$ cat config.mk
export PLATFORM = sky130hd
export DESIGN_NAME = bnn_argmax
export DESIGN_NICKNAME = d
export VERILOG_FILES = /design/src/rtl/bnn_pkg.sv /design/src/rtl/bnn_rd_tag_pipe.sv /design/src/rtl/bnn_argmax.sv
export SDC_FILE = /design/constraint.sdc
export NUM_CORES = 1
export LEC_CHECK = 0
export CORE_ASPECT_RATIO = 0.8
export CORE_MARGIN = 4
export CORE_UTILIZATION = 40
export DETAILED_ROUTE_END_ITERATION = 6
export PLACE_DENSITY = 0.71
export RECOVER_POWER = 100
export SYNTH_ARGS = -nofsm -noshare
export SYNTH_HDL_FRONTEND = slang
export SYNTH_SLANG_ARGS = --single-unit
$ cat constraint.sdc
create_clock -name clk -period 3.09 [get_ports clk]
set_clock_uncertainty 0.1 [all_clocks]
set_input_delay 0.7725 -clock clk [delete_from_list [all_inputs] [get_ports clk]]
set_output_delay 0.7725 -clock clk [all_outputs]
set_load 0.005 [all_outputs]
$ cat src/rtl/bnn_pkg.sv
// Shared constants and types for the bnn output-activation argmax reader.
package bnn_pkg;
  localparam int unsigned ADDR_W      = 11;
  localparam int unsigned DATA_W      = 8;
  localparam int unsigned NUM_CLASSES = 10;
  localparam int unsigned OUT_BASE    = 1024;
  localparam int unsigned CLASS_W     = $clog2(NUM_CLASSES);

  typedef logic signed [DATA_W-1:0] act_t;
  typedef logic [CLASS_W-1:0]       class_t;

  typedef enum logic [1:0] {IDLE, ISSUE, DRAIN, RESULT} argmax_state_t;
endpackage

$ cat src/rtl/bnn_rd_tag_pipe.sv
// Delay line of {valid, class index} that tracks each activation read
// until its data returns from the bnn read port.
module bnn_rd_tag_pipe
  import bnn_pkg::*;
#(
  parameter int unsigned RD_LATENCY = 1
) (
  input  logic   clk,
  input  logic   rst_n,
  input  logic   in_valid,
  input  class_t in_idx,
  output logic   out_valid,
  output class_t out_idx
);

  for (genvar gi = 0; gi < RD_LATENCY; gi++) begin : g_stage
    logic   valid_d;
    logic   valid_q;
    class_t idx_d;
    class_t idx_q;

    if (gi == 0) begin : g_head
      assign valid_d = in_valid;
      assign idx_d   = in_idx;
    end else begin : g_tail
      assign valid_d = g_stage[gi-1].valid_q;
      assign idx_d   = g_stage[gi-1].idx_q;
    end

    always_ff @(posedge clk or negedge rst_n) begin
      if (!rst_n) begin
        valid_q <= 1'b0;
        idx_q   <= '0;
      end else begin
        valid_q <= valid_d;
        idx_q   <= idx_d;
      end
    end
  end

  assign out_valid = g_stage[RD_LATENCY-1].valid_q;
  assign out_idx   = g_stage[RD_LATENCY-1].idx_q;

endmodule

$ cat src/rtl/bnn_argmax.sv
// Scans the bnn output activations after each done rising edge and returns
// the signed argmax (lowest index wins ties) on a valid/ready interface.
module bnn_argmax
  import bnn_pkg::*;
#(
  parameter int unsigned RD_LATENCY = 1
) (
  input  logic              clk,
  input  logic              rst_n,
  input  logic              bnn_done,
  output logic [ADDR_W-1:0] rd_addr,
  input  logic [DATA_W-1:0] rd_data,
  output logic              result_valid,
  input  logic              result_ready,
  output logic [3:0]        class_idx,
  output logic [DATA_W-1:0] max_score,
  output logic              busy,
  output logic              overrun
);

  if (OUT_BASE + NUM_CLASSES - 1 >= (1 << ADDR_W)) begin : g_addr_chk
    $error("bnn_argmax: last class address does not fit in ADDR_W");
  end
  if (RD_LATENCY < 1 || RD_LATENCY > 4) begin : g_lat_chk
    $error("bnn_argmax: RD_LATENCY must be 1..4");
  end
  if (CLASS_W > 4) begin : g_cls_chk
    $error("bnn_argmax: class index does not fit in 4 bits");
  end

  argmax_state_t     state_q, state_d;
  logic              done_q, done_d;
  logic              armed_q, armed_d;
  logic [ADDR_W-1:0] rd_addr_q, rd_addr_d;
  logic              issue_valid_q, issue_valid_d;
  class_t            issue_idx_q, issue_idx_d;
  act_t              max_q, max_d;
  class_t            max_idx_q, max_idx_d;
  logic              last_q, last_d;
  logic              result_valid_q, result_valid_d;
  logic [3:0]        class_idx_q, class_idx_d;
  act_t              max_score_q, max_score_d;
  logic              busy_q, busy_d;
  logic              overrun_q, overrun_d;

  logic   trigger;
  logic   tag_valid;
  class_t tag_idx;
  act_t   rd_act;

  // armed_q blocks a trigger on the first cycle after reset release so a
  // done level already high at release is not mistaken for an edge.
  assign trigger = bnn_done & ~done_q & armed_q;
  assign rd_act  = act_t'(rd_data);

  bnn_rd_tag_pipe #(
    .RD_LATENCY(RD_LATENCY)
  ) u_tag_pipe (
    .clk      (clk),
    .rst_n    (rst_n),
    .in_valid (issue_valid_q),
    .in_idx   (issue_idx_q),
    .out_valid(tag_valid),
    .out_idx  (tag_idx)
  );

  always_comb begin
    state_d        = state_q;
    done_d         = bnn_done;
    armed_d        = 1'b1;
    rd_addr_d      = rd_addr_q;
    issue_valid_d  = issue_valid_q;
    issue_idx_d    = issue_idx_q;
    max_d          = max_q;
    max_idx_d      = max_idx_q;
    last_d         = last_q;
    result_valid_d = result_valid_q;
    class_idx_d    = class_idx_q;
    max_score_d    = max_score_q;
    busy_d         = busy_q;
    overrun_d      = overrun_q;

    if (tag_valid) begin
      if (tag_idx == '0 || rd_act > max_q) begin
        max_d     = rd_act;
        max_idx_d = tag_idx;
      end
      if (tag_idx == class_t'(NUM_CLASSES - 1)) begin
        last_d = 1'b1;
      end
    end

    if (trigger && state_q != IDLE) begin
      overrun_d = 1'b1;
    end

    case (state_q)
      IDLE: begin
        if (trigger) begin
          state_d       = ISSUE;
          busy_d        = 1'b1;
          rd_addr_d     = ADDR_W'(OUT_BASE);
          issue_valid_d = 1'b1;
          issue_idx_d   = '0;
          last_d        = 1'b0;
        end
      end
      ISSUE: begin
        if (issue_idx_q == class_t'(NUM_CLASSES - 1)) begin
          state_d       = DRAIN;
          rd_addr_d     = '0;
          issue_valid_d = 1'b0;
          issue_idx_d   = '0;
        end else begin
          rd_addr_d   = rd_addr_q + ADDR_W'(1);
          issue_idx_d = issue_idx_q + class_t'(1);
        end
      end
      DRAIN: begin
        if (last_q) begin
          state_d        = RESULT;
          result_valid_d = 1'b1;
          class_idx_d    = 4'(max_idx_q);
          max_score_d    = max_q;
        end
      end
      RESULT: begin
        if (result_ready) begin
          state_d        = IDLE;
          result_valid_d = 1'b0;
          busy_d         = 1'b0;
        end
      end
      default: state_d = IDLE;
    endcase
  end

  always_ff @(posedge clk or negedge rst_n) begin
    if (!rst_n) begin
      state_q        <= IDLE;
      done_q         <= 1'b0;
      armed_q        <= 1'b0;
      rd_addr_q      <= '0;
      issue_valid_q  <= 1'b0;
      issue_idx_q    <= '0;
      max_q          <= '0;
      max_idx_q      <= '0;
      last_q         <= 1'b0;
      result_valid_q <= 1'b0;
      class_idx_q    <= '0;
      max_score_q    <= '0;
      busy_q         <= 1'b0;
      overrun_q      <= 1'b0;
    end else begin
      state_q        <= state_d;
      done_q         <= done_d;
      armed_q        <= armed_d;
      rd_addr_q      <= rd_addr_d;
      issue_valid_q  <= issue_valid_d;
      issue_idx_q    <= issue_idx_d;
      max_q          <= max_d;
      max_idx_q      <= max_idx_d;
      last_q         <= last_d;
      result_valid_q <= result_valid_d;
      class_idx_q    <= class_idx_d;
      max_score_q    <= max_score_d;
      busy_q         <= busy_d;
      overrun_q      <= overrun_d;
    end
  end

  assign rd_addr      = rd_addr_q;
  assign result_valid = result_valid_q;
  assign class_idx    = class_idx_q;
  assign max_score    = max_score_q;
  assign busy         = busy_q;
  assign overrun      = overrun_q;

endmodule

# Yosys cells after proc, flatten, opt, wreduce, memory -nomap -nowiden
# Index checks and enable logic that the tools add are counted.
# word_totals
register_bits	53
input_bits	12
word_cells	68
# op_classes
n_addsub	2
magnitude_cmp	1
n_eq_ne	9
n_mux	22
n_bitwise	3
n_reduce_logical	15
# op_table
cell	n
two-way mux 11 bit	2
one-hot mux 11 bit (2 select lines)	1
adder 11 x 1 -> 11 bit, second input constant	1
AND reduction 3 bit	3
equality test 4 bit, second input constant	2
greater-than comparator 8 bit	1
two-way mux 1 bit	8
two-way mux 2 bit	4
two-way mux 4 bit	2
!= test 2 bit, second input constant	4
one-hot mux 2 bit (4 select lines)	1
one-hot mux 4 bit (2 select lines)	1
nonzero test 2 bit	4
one-hot mux 1 bit (2 select lines)	3
AND reduction 2 bit	3
adder 4 x 1 -> 4 bit, second input constant	1
equality test 2 bit, second input constant	2
logical NOT 4 bit	1
AND reduction 4 bit	1
bitwise AND 1 bit	2
equality test 2 x 1 -> 1 bit, second input constant	1
logical NOT 2 bit	1
logical AND 1 bit	1
logical OR 1 bit	1
inverter 1 bit	1

# Longest topological paths before layout
# Gate-level depths: netlist of run 1.
# depth
word_depth	5
ltp_mapped	8
depth_no_buf	7

# By module
# A second synthesis of run 1 with hierarchy kept.
# hier_totals
hier_cells	238
hier_area_um2	2572.5
# by_module_without_submodules
mod	n_inst	cells_per_inst	area_per_inst_um2	seq_area_each_um2
bnn_argmax	1	233	2447.3	1201.2
bnn_rd_tag_pipe	1	5	125.1	125.1

# Least setup slack after synthesis of run 1
# Ideal clock, no wire load.
# synth_timing
path_type	input -> register
startpoint	input port rd_data[7]
endpoint	register max_idx_q[2]
setup_ns	0.125
arrival_ns	2.295
slack_ns	0.570
stages	7
n_path_buf	1
path_cell_list	ha_1 -> nand4_1 -> o221ai_1 -> a31oi_1 -> mux2_4 -> buf_6 -> mux2_4
# synth_between
elab_chain_cells	3
# synth_rtl
item	line	text
start, declared	bnn_argmax.sv:12	input logic [DATA_W-1:0] rd_data,
greater-than comparator 8 bit	bnn_argmax.sv:84	if (tag_idx == '0 || rd_act > max_q) begin
logical OR 1 bit	bnn_argmax.sv:84	
AND reduction 2 bit (no line)	--	
end signal, assigned	bnn_argmax.sv:162	max_idx_q <= max_idx_d;
end, declared	bnn_argmax.sv:38	class_t max_idx_q, max_idx_d;
# No other way between the ends.
# A chain may end at the register's enable or synchronous reset.

# Final worst setup path of run 1
# layout_timing
startpoint	input port rd_data[7]
endpoint	register max_q[1]
# layout_between
elab_chain_cells	3
# layout_rtl
item	line	text
greater-than comparator 8 bit	bnn_argmax.sv:84	
logical OR 1 bit	bnn_argmax.sv:84	
AND reduction 2 bit (no line)	--	
end signal, assigned	bnn_argmax.sv:161	max_q <= max_d;
end, declared	bnn_argmax.sv:37	act_t max_q, max_d;
# No other way between the ends.

==> results by group, run 1 <==
Power
  • Power Dens Cells: ~800 nW/µm²
  • Pwr Total: ~0.0024 W
  • Worst vdd rail ir drop: 250 µV
  • Leak: 1.45 nW

Worst setup path
  • CP Launch Type: input pin
  • FF-to-FF setup slack: 0.77 ns
  • RR Endpoint: max_q[1]
  • Crit path DAT: just under 3 ns
  • Crit-path leading delay family: multiplexers
  • CP required: 3.18 ns
  • CP max FO: 12
  • CP max-delay cell: mux2_2
  • Worst Reg2Reg Path Length in Cells: 7
  • Worst path cell trace: clkdlybuf4s50_1 > ha_1 > nand4_1 > o221ai_1 > a31oi_1 > mux2_2 > mux2_1
  • Setup CP Type: in -> reg
  • Worst r2r src: max_q[7]
  • Crit. End Element: flop
  • Buffers & Inverters on Critical Path: 1
  • Delay of the slowest critical-path stage: around 0.50 ns

Logic synthesis
  • Top FF cell, synth: dfrtp_1
  • Mapped Nets: 262
  • Syn_area_per_cell: roughly 11 µm²
  • Synth async-reset ratio: 100%
  • Post-synthesis cell type count: 36
  • Area contributors post-synth: dfrtp_1 52%, ha_1 7.9%, mux2_4 6.5%
  • EDFF count, synth: 0
  • Area leader, netlist: dfrtp_1
  • Synth Warn #: 0
  • Register area share after synthesis: 52.2%
  • Post-Syn Area: 2540 µm²
  • Top cell type's share of synthesized area: a little over half
  • Gate Count Post-Synth: 234
  • FF+latch count, synth: 53

Route
  • Routed Antenna Nets: 0
  • DR iter-0 viols: 101
  • # DRC: 0
  • Vias per std cell: 5.13
  • Vias: ~1800
  • Number of detailed-route iterations in the first pass: 4
  • Final wirelength: 4.97 mm
  • Drt wl/cell: roughly 14 µm

Floorplan
  • FP Rows: 25
  • Die Span X: approximately 97 µm
  • Die area: between 7000 and 8000 µm²
  • Total I/O pin count: 38
  • Initial core utilization: 42.1%
  • Height of the die: between 70 and 80 µm
  • Core box area: between 6000 and 7000 µm²

Clock tree
  • CTS sink count: 53
  • # H-tree levels: 2
  • Setup Buffers After CTS: 0
  • Clk root buf: clkbuf_8
  • Clock slew at reported path FFs: 0.09 ns
  • Post-cts hold buffer count: 0
  • CTS tree: yes
  • Max clock buf depth: 2
  • Post-cts resize count: 0
  • Total CTS buffers: 5
  • Clock Latency Late Sink: ~0.3 ns

STA
  • Rel. slew slack: about 15%
  • RSZ-0062 raised after global routing: false
  • Tmin final: approximately 2.8 ns
  • Worst-Margin Slew: 1.28 ns
  • Final Cycle Share: between 90% and 100%
  • Final setup vio count: 0
  • Final Hold Fails: 0
  • Hold Slack: 0.326 ns
  • FMAX: 0.355 GHz
  • TNS Setup: 0 ns
  • Slew Limit Fails: 0

GRT
  • First-pass GRT wire length: 8.78 mm
  • Vias in the first global route: approximately 1900
  • Total GRT Usage: about 14%
  • Largest net degree at the start of global routing: 54
  • Total gr overflow: 0
  • Initial antenna violation count: 0

Outcome
  • Status: completed

Hold path
  • Min-Delay Path Class: reg -> reg
  • Hold endpoint: u_tag_pipe.out_valid
  • Hold Path Origin: issue_valid_q
  • Worst hold stages: 0

Run
  • Maxcap violations: 0

Placed design
  • Final Wtd Congestion: slightly below 0.9
  • Post-DP HPWL: around 3.5 mm
  • Buffers on Ports: 37
  • DP Area: 3000 µm²

Final layout
  • Final net count: 303
  • Layout cell share with drive strength beyond 1: 8.33%
  • Ant. Diodes: 0
  • Area delta synth->final: 20.3%
  • Final instance area: approximately 3100 µm²
[how the worst max path moves through the flow]
stage / cells past startpoint / end / startpoint
floorplan: 7 / max_idx_q[2] / rd_data[7]
global placement: 7 / max_q[0] / rd_data[7]
detailed placement: 7 / max_q[2] / rd_data[7]
CTS: 7 / max_q[1] / rd_data[7]
global route: 7 / max_q[0] / rd_data[7]
finish: 7 / max_q[1] / rd_data[7]
[power by group]
part           total [W]  switching (W)  internal [W]
Combinational   0.000993       0.000514      0.000479
Clock           0.000422       0.000219      0.000203
Sequential       0.00103       0.000140      0.000893
[metrics by stage]
step	worst slack [ns]	utilization, %	cells
global route	0.141	50.6	357
global placement	0.112	49.6	349
CTS	0.340	51.3	357
finish	0.272	50.6	357
floorplan	0.570	-	234
detailed placement	0.0106	49.6	349
[final cells by class]
class	instances	area [µm²]
clock buffer	7	96.3
inverter	15	56.3
clock inverter	1	5.00
fill	561	2980
timing repair buffer	40	382
multi-input combinational	160	1090
sequential	53	1330
tap	81	101
[registers in the layout, summed over array words and instances, names as in the netlist, 2 cells and up]
register	cells
max_q	8
u_tag_pipe.out_idx	4
state_q	2
class_idx	4
max_score	8
max_idx_q	4
rd_addr	11
issue_idx_q	4
[cell usage in the layout (no fill, tap or decap), types with 2 or more instances in the layout]
cell type	instances
clkbuf_8	7
mux2i_1	3
ha_1	16
nand2b_1	2
dlygate4sd3_1	28
nand3_1	5
a31oi_1	3
o31ai_1	3
nor2_1	13
nand2_1	30
dfrtp_1	53
a22o_1	3
mux2_1	9
and3_1	4
inv_1	15
nand4_1	4
nand3b_1	2
mux2_2	9
o21ai_0	30
a21oi_1	8
clkdlybuf4s50_1	8
[routing by layer]
metal / part of all wire [%] / routed length [µm] / track usage, % / vias up
met3: 2.6 / 130 / 2.63 / 11
met1: 50 / 2500 / 18.4 / 890
li1: - / - / - / 908
met2: 45 / 2220 / 22.9 / 22
met5: 0 / 0 / 0 / -
met4: 2.2 / 108 / 5.47 / 0
[synth_stat cells, drive strengths merged, types with 2 or more instances]
library cell / instances
nand4: 4
o31ai: 3
dfrtp: 53
mux2: 19
nand2: 30
a21oi: 8
ha: 16
a22o: 3
o21ai: 30
nand3b: 2
and3: 4
clkbuf: 5
nor2: 13
nand2b: 2
inv: 15
a31oi: 3
nand3: 5
mux2i: 3
[cell families after synthesis]
logic type	count (synthesis)	synth area share, %
mux	22	11.2
buf+inv	21	3.45
simple gates	66	12.1
fa+ha+maj	16	7.89
compound gates	55	13.0
flops	53	52.2
other cells	1	0.148
Power figures use the tool's default switching activity.
==> inputs of run 2 (changes only) <==
Settings changed: CTS_CLUSTER_SIZE from default to 10.
==> results of run 2 <==
Final layout, timing and power as in run 1 (identical DEF).
==> inputs of run 3 (changes only) <==
Settings changed: PLACE_DENSITY 0.71 to 0.63.
==> results by group, run 3 (synthesis gave the netlist of run 1 again) <==
Route
  • Vias per std cell: 5.06
  • Routed Antenna Nets: 0
  • Drt wl/cell: about 14 µm
  • Final wirelength: roughly 4.8 mm
  • Vias: 1796
  • # DRC: 0
  • DR iter-0 viols: 53
  • Number of detailed-route iterations in the first pass: 4

Final layout
  • Fill count: 568
  • Commonest non-fill, non-tap cell in the layout: dfrtp_1
  • Max reg flops: 11
  • Area delta synth->final: 19.2%
  • Multi-input logic area: 1090 µm²
  • Most frequent cells in the layout: 53 x dfrtp_1, 30 x nand2_1, 30 x o21ai_0
  • Storage cell area: 1330 µm²
  • Layout cell share with drive strength beyond 1: roughly 7.3%
  • Non-filler cells, final: 355
  • Final net count: 303
  • Ant. Diodes: 0

Worst setup path
  • RR Endpoint: max_q[0]
  • CP max-delay cell: mux2_2
  • Crit path DAT: 2.87 ns
  • Crit. End Element: flop
  • Delay of the slowest critical-path stage: 0.49 ns
  • Worst path cell trace: clkdlybuf4s50_1 > ha_1 > nand4_1 > o221ai_1 > a31oi_1 > mux2_2 > mux2_1
  • CP max FO: 12
  • Worst r2r src: max_q[7]
  • Worst Reg2Reg Path Length in Cells: 7
  • Setup crit start: rd_data[7]
  • FF-to-FF setup slack: 0.80 ns
  • CP Launch Type: input pin
  • CP required: 3.16 ns
  • Setup CP Type: in -> reg

Placed design
  • Placed instance count: 349
  • Post-DP HPWL: 3.56 mm
  • Final Wtd Congestion: ~0.76
  • Buffers on Ports: 37
  • DP Worst Slack: roughly 0.052 ns

Floorplan
  • Die area: 7690 µm²
  • Initial core utilization: 42.1%
  • FP Rows: 25
  • Total I/O pin count: 38
  • Die Span X: slightly below 100 µm
  • Core box area: between 6000 and 7000 µm²
  • Height of the die: 79.3 µm

GRT
  • Initial antenna violation count: 0
  • Largest net degree at the start of global routing: 29
  • First-pass GRT wire length: about 8.5 mm
  • Vias in the first global route: between 1500 and 2000
  • Total GRT Usage: 13.6%
  • Total gr overflow: 0

Clock tree
  • Clk root buf: clkbuf_8
  • Total CTS buffers: 5
  • # H-tree levels: 2
  • CTS tree: yes
  • Setup Buffers After CTS: 0
  • Clock slew at reported path FFs: 0.08 ns
  • Clock Latency Late Sink: 0.29 ns
  • CTS sink count: 53
  • Max clock buf depth: 2
  • Post-cts resize count: 0
  • Post-cts hold buffer count: 0

Run
  • Maxcap violations: 0

Hold path
  • Worst hold stages: 0
  • Min-Delay Path Class: reg -> reg
  • Hold endpoint: u_tag_pipe.out_valid
  • Hold Path Origin: issue_valid_q

Power
  • Leak: 1.44 nW
  • Worst vdd rail ir drop: 254 µV
  • Power Dens Cells: just under 800 nW/µm²

STA
  • TNS Setup: 0 ns
  • Tmin final: roughly 2.8 ns
  • Final Hold Fails: 0
  • RSZ-0062 raised after global routing: false
  • Slew Limit Fails: 0
  • FMAX: 0.357 GHz
  • Worst-Margin Slew: 1.39 ns
  • Final setup vio count: 0
  • Rel. slew slack: 7.58%
  • Setup ws final: a little under 0.3 ns
  • Final Cycle Share: 90.6%
  • Hold Slack: 0.319 ns

Outcome
  • Status: completed
run 3: changes by cell type in the layout (fill, tap and decap cells not counted):
cell,change
clkbuf_8,-2
buf_2,-1
clkbuf_1,+1
run 3: layer usage:
metal  part of all wire [%]  global-route usage [%]  vias to the layer above
met2                     44                    20.2                       21
met4                   0.87                    3.79                        0
met3                    2.8                    3.42                        2
li1                       -                       -                      908
met1                     52                    19.7                      865
met5                      0                       0                        -
run 3: per-stage QoR:
step | utilization [%] | instance area [µm²] | total power [W]
after floorplan | - | 2540 | 0.00181
after global placement | 49.8 | 3010 | 0.00215
after detailed placement | 49.8 | 3010 | 0.00218
after CTS | 51.1 | 3080 | 0.00255
after global routing | 50.1 | 3030 | 0.00258
final | 50.1 | 3030 | 0.00237
run 3: how the worst max path moves through the flow:
stage                         endpoint  slack (ns)  depth (start not counted)
after CTS                     max_q[1]        0.37                          7
after floorplan           max_idx_q[2]        0.57                          7
after global routing          max_q[0]        0.15                          7
final                         max_q[0]        0.29                          7
after detailed placement      max_q[0]        0.05                          7
after global placement        max_q[1]        0.10                          7
run 3: final cells by class:
cell class,instances,area share (%)
sequential,53,43.8
multi-input combinational,160,35.9
timing repair buffer,40,12.6
tap,81,3.35
clock buffer,5,2.27
inverter,15,1.86
clock inverter,1,0.165
run 3: worst max-delay path: cells and delay by family:
family,cells,cell delay (ns)
AOI/OAI and AO/OA,2,0.30
adders and majority gates,1,0.34
buffers and inverters,1,0.42
muxes,2,0.85
and+or+nand+nor,1,0.19
run 3: power by group:
group | internal (W) | leakage, nW | total (W) | switching (W)
logic | 0.000479 | 0.720 | 0.000984 | 0.000505
registers | 0.000893 | 0.677 | 0.00103 | 0.000138
clock network | 0.000150 | 0.0399 | 0.000352 | 0.000203
